<file path="src/rtl/adc_align_pkg.sv">
// Shared definitions for the ADC frame/word alignment block:
// alignment FSM encoding and error-counter sizing.
package adc_align_pkg;

  typedef enum logic [1:0] {
    ST_SEARCH  = 2'd0,
    ST_CONFIRM = 2'd1,
    ST_LOCKED  = 2'd2
  } align_state_t;

  localparam int              ERR_W   = 8;
  localparam logic [ERR_W-1:0] ERR_MAX = {ERR_W{1'b1}};

endpackage

</file>
<file path="src/rtl/adc_frame_edge_det.sv">
// Classifies the rising edge of the DDR frame signal into the half-cycle
// (phase 0 = rising-edge sample, phase 1 = falling-edge sample) it falls in.
module adc_frame_edge_det (
  input  logic dci,
  input  logic rst_n,
  input  logic f1,
  input  logic f2,
  output logic edge_p0,
  output logic edge_p1
);

  logic fp;

  // Starting high means a frame already asserted at reset release is not an edge.
  always_ff @(posedge dci or negedge rst_n) begin
    if (!rst_n) fp <= 1'b1;
    else        fp <= f2;
  end

  // The two classes need f1=1 and f1=0 respectively, so they never overlap.
  assign edge_p0 = ~fp & f1;
  assign edge_p1 = ~f1 & f2;

endmodule

</file>
<file path="src/rtl/adc_word_align.sv">
// Recovers NBITS-wide sample words from a DDR ADC bit stream by locking onto
// the frame signal, and reports lock status and lock-loss count.
module adc_word_align
  import adc_align_pkg::*;
#(
  parameter int NBITS  = 16,
  parameter int LOCK_N = 4
) (
  input  logic             dci,
  input  logic             rst_n,
  input  logic             q1,
  input  logic             q2,
  input  logic             f1,
  input  logic             f2,
  output logic [NBITS-1:0] dout,
  output logic             dvalid,
  output logic             locked,
  output logic             slip,
  output logic [ERR_W-1:0] err_cnt
);

  localparam int W  = NBITS / 2;
  localparam int CW = $clog2(W + 1);
  localparam int GW = $clog2(LOCK_N + 1);

  align_state_t     state, state_nxt;
  logic [NBITS-1:0] hist;
  logic [CW-1:0]    cnt, cnt_nxt;
  logic [GW-1:0]    good, good_nxt;
  logic             phase_nxt;
  logic             edge_p0, edge_p1;
  logic             any_edge, good_edge, timeout;
  logic             emit, lose;
  logic [NBITS-1:0] word_sel;

  adc_frame_edge_det u_edge (
    .dci     (dci),
    .rst_n   (rst_n),
    .f1      (f1),
    .f2      (f2),
    .edge_p0 (edge_p0),
    .edge_p1 (edge_p1)
  );

  assign any_edge  = edge_p0 | edge_p1;
  assign good_edge = any_edge && (edge_p1 == slip) && (cnt == CW'(W - 1));
  assign timeout   = cnt == CW'(W);

  // Phase 1 words end on the current cycle's Q1, which is not yet in history.
  assign word_sel = slip ? {hist[NBITS-2:0], q1} : hist;

  // NOTE: every always_comb output gets a default first so no path can
  // leave a variable unassigned and infer a latch.
  always_comb begin
    state_nxt = state;
    good_nxt  = good;
    phase_nxt = slip;
    cnt_nxt   = timeout ? cnt : cnt + CW'(1);
    emit      = 1'b0;
    lose      = 1'b0;
    unique case (state)
      ST_SEARCH: begin
        if (any_edge) begin
          state_nxt = ST_CONFIRM;
          phase_nxt = edge_p1;
          good_nxt  = GW'(1);
          cnt_nxt   = '0;
        end
      end
      ST_CONFIRM: begin
        if (good_edge) begin
          cnt_nxt  = '0;
          good_nxt = good + GW'(1);
          if (good_nxt == GW'(LOCK_N)) state_nxt = ST_LOCKED;
        end else if (any_edge || timeout) begin
          state_nxt = ST_SEARCH;
        end
      end
      ST_LOCKED: begin
        if (good_edge) begin
          cnt_nxt = '0;
          emit    = 1'b1;
        end else if (any_edge || timeout) begin
          // The offending edge is consumed here, never re-used by SEARCH.
          state_nxt = ST_SEARCH;
          lose      = 1'b1;
        end
      end
      default: state_nxt = ST_SEARCH;
    endcase
  end

  // NOTE: sequential state uses non-blocking assignments so every register
  // samples the pre-edge values regardless of statement order.
  always_ff @(posedge dci or negedge rst_n) begin
    if (!rst_n) begin
      state   <= ST_SEARCH;
      hist    <= '0;
      cnt     <= '0;
      good    <= '0;
      slip    <= 1'b0;
      dout    <= '0;
      dvalid  <= 1'b0;
      locked  <= 1'b0;
      err_cnt <= '0;
    end else begin
      state  <= state_nxt;
      hist   <= {hist[NBITS-3:0], q1, q2};
      cnt    <= cnt_nxt;
      good   <= good_nxt;
      slip   <= phase_nxt;
      dvalid <= emit;
      locked <= (state_nxt == ST_LOCKED);
      if (emit) dout <= word_sel;
      if (lose && (err_cnt != ERR_MAX)) err_cnt <= err_cnt + ERR_W'(1);
    end
  end

endmodule

</file>
<file path="config.mk">
export PLATFORM = sky130hd
export DESIGN_NAME = adc_word_align
export DESIGN_NICKNAME = d
export VERILOG_FILES = /design/src/rtl/adc_align_pkg.sv /design/src/rtl/adc_frame_edge_det.sv /design/src/rtl/adc_word_align.sv
export SDC_FILE = /design/constraint.sdc
export NUM_CORES = 1
export LEC_CHECK = 0
export ABC_AREA = 1
export CORE_MARGIN = 2
export CORE_UTILIZATION = 48
export DETAILED_ROUTE_END_ITERATION = 8
export PLACE_DENSITY = 0.81
export SYNTH_ARGS = -nofsm -noshare
export SYNTH_HDL_FRONTEND = slang
export SYNTH_SLANG_ARGS = --single-unit
</file>
<file path="constraint.sdc">
create_clock -name dci -period 3.6 [get_ports dci]
set_clock_uncertainty 0.2 [all_clocks]
set_input_delay 0.54 -clock dci [delete_from_list [all_inputs] [get_ports dci]]
set_output_delay 0.54 -clock dci [all_outputs]
set_load 0.05 [all_outputs]
</file>
==> run_results.csv <==
group,metric,value,unit
route,via_per_inst,5.014,
place,hpwl,3064,µm
floorplanning,coreArea,0.005075,mm²
critical_path,cp_num_buf_inv,1,
route,postRouteAntennaNets,0,
floorplanning,initial_core_util,49.31,%
floorplanning,die_area,0.005807,mm²
route,dr.pass1.iters,4,
run_status,status,"complete, no violations",
yosys,post-synth-top-area-cell,"dfrtp_1",
yosys,ys_warn_count,0,
finish,final_area,0.002959,mm²
floorplanning,ios,33,
clocking,clk_pin_slew,0.10,ns
place,dpl_cell_area,0.002860,mm²
floorplanning,rows,26,
grt,grt_max_degree,37,
finish,final_common_cell,"nand2_1",
yosys,synth_top_cell_area_share,52.00,%
grt,grt_pass1_wl,7948,µm
clocking,cts_setup_buffers,0,
timing,drv_slew,0,
yosys,avgSynthCellArea,10.01,µm²
timing,setup_viol,0,
route,wirelength,4276,µm
floorplanning,die_y,76.21,µm
route,detail_route.wl_per_cell,12.05,µm
clocking,htreeDepth,2,
timing,worst_pin_slew,0.7749,ns
yosys,postSynthCellCount,250,
pwr,leakage,1.403,nW
pwr,power.total,1.386,mW
clocking,cts_tree,"yes",
yosys,synth_cell_type_count,31,
grt,grt_usage,16.43,%
critical_path,cp-start-kind,"register",
timing,fin_crit_sh,76.94,%
finish,final_cell_mix,"64 x nand2_1, 52 x dfrtp_1, 31 x clkdlybuf4s50_1",
timing,setup_tns,0,ns
timing,rsz0062_at_grt,"false",
pwr,vdd_drop_max,0.3067,mV
floorplanning,fp.dieW,76.21,µm
place,dp.cells,347,
route,drtIter0Drc,117,
yosys,synth-edff-count,0,
yosys,syn_nets,265,
clocking,cts.path.max_buffers,2,
clocking,clock_latency,0.30,ns
clocking,cts_resized,0,
yosys,ys_seq_elements,53,
route,num_vias,1780,
finish,areaGrowthSynthToFinish,18.25,%
critical_path,endpoint_kind,"primary output",
timing,min_period,2.770,ns
clocking,numCtsBuffers,5,
min_path,hp-class,"in2async",
critical_path,slowest_delay,0.93,ns
clocking,holdBufCountCts,0,
grt,antenna_found_initial,0,
route,drc,0,
finish,drive_gt1_share,20.00,%
clocking,cts.sinks,53,
finish,n_antenna_cell,0,
yosys,synth_flop_cell,"dfrtp_1",
critical_path,rr_worst_depth,6,
pwr,p_per_area,468.4,mW/mm²
grt,grt_pass1_vias,1824,
place,place.port_buffers,32,
critical_path,critPathKind,"reg2out",
place,place.gp.congestion,0.8642,
critical_path,path_cells,"clkdlybuf4s50_1",
grt,overflow,0,
timing,hold_violations,0,
run,cap_violations,0,
critical_path,r2r-start,"slip",
critical_path,timing.rr.end,"dout[7]",
critical_path,critPathSlowestCell,"clkdlybuf4s50_1",
critical_path,arrival,2.03,ns
timing,fmax,361.0,MHz
finish,finalNetCount,299,
critical_path,ff2ff_setup_slack,1.26,ns
yosys,synthArstFlopShare,100.0,%
yosys,seq_area_frac_synth,53.05,%
critical_path,cp_max_fo,21,
critical_path,critPathTopFamily,"buffers and inverters",
clocking,root_buffer,"clkbuf_8",
finish,finalNonFillerCells,355,
critical_path,cp.required,2.86,ns
yosys,syn_area,0.002502,mm²
timing,relSlewSlack,48.34,%
yosys,synthTopCellsByArea,"dfrtp_1 52%, nand2_1 9.6%, a31oi_2 6.5%",
-- synthesized netlist by cell type (all sizes together), types with 2 or more instances --
library cell / n
a21oi: 2
a31oi: 16
buf: 4
clkbuf: 2
dfrtp: 52
ha: 9
inv: 21
nand2: 70
nand3: 17
nor2: 37
o21ai: 6
xnor2: 5
xor2: 3
-- power breakdown --
part           internal (mW)  total, mW  switching, mW
clock                  0.159      0.352          0.193
sequential             0.636      0.708         0.0725
combinational          0.107      0.326          0.219
total                  0.902       1.39          0.484
-- layout make-up --
cell class / instances / area [µm²]
inverter: 21 / 78.83
fill: 467 / 2116
sequential: 53 / 1328
clock inverter: 2 / 16.27
clock buffer: 6 / 82.58
multi-input combinational: 170 / 1044
timing repair buffer: 33 / 322.8
tap: 70 / 87.58
-- metal layers --
layer,vias to the layer above,track usage (%),wire [µm]
li1,872,-,-
met1,864,20.72,1916
met2,36,28.32,2168
met3,8,3.436,120
met4,0,5.273,70
met5,-,0,0
-- metrics by stage --
stage / hold slack (ns) / setup slack, ns / utilization (%)
final: 0.1130 / 0.8301 / 58.31
after global routing: 0.1675 / 0.7201 / 58.31
after CTS: 0.1381 / 0.8194 / 58.31
after detailed placement: 0.1860 / 1.060 / 56.36
after global placement: 0.1852 / 1.152 / 56.36
after floorplan: 0.04441 / 1.664 / -
-- cells by family after synthesis --
| group | synth area share, % |
|---|---|
| buffers and inverters | 5.250 |
| adders and majority gates | 4.500 |
| xor gates and xnor gates | 2.800 |
| and+or+nand+nor | 25.25 |
| DFF | 53.05 |
| AOI/OAI and AO/OA | 9.150 |
-- sequential cells by signal, indices dropped and copies added (netlist names) --
signal	flops
dout	16
hist	16
err_cnt	8
cnt	4
good	3
state	2
dvalid	1
locked	1
slip	1
u_edge.fp	1
-- how the worst max path moves through the flow --
stage	startpoint	endpoint	slack, ns	depth (start not counted)
3_3_place_gp	f2	dout[8]	1.15	6
6_report	slip	slip	0.83	1
2_1_floorplan	err_cnt[0]	err_cnt[2]	1.66	6
5_1_grt	slip	slip	0.72	1
3_5_place_dp	f2	dout[7]	1.06	6
4_1_cts	slip	slip	0.82	1
(Power assumes the default switching activity.)
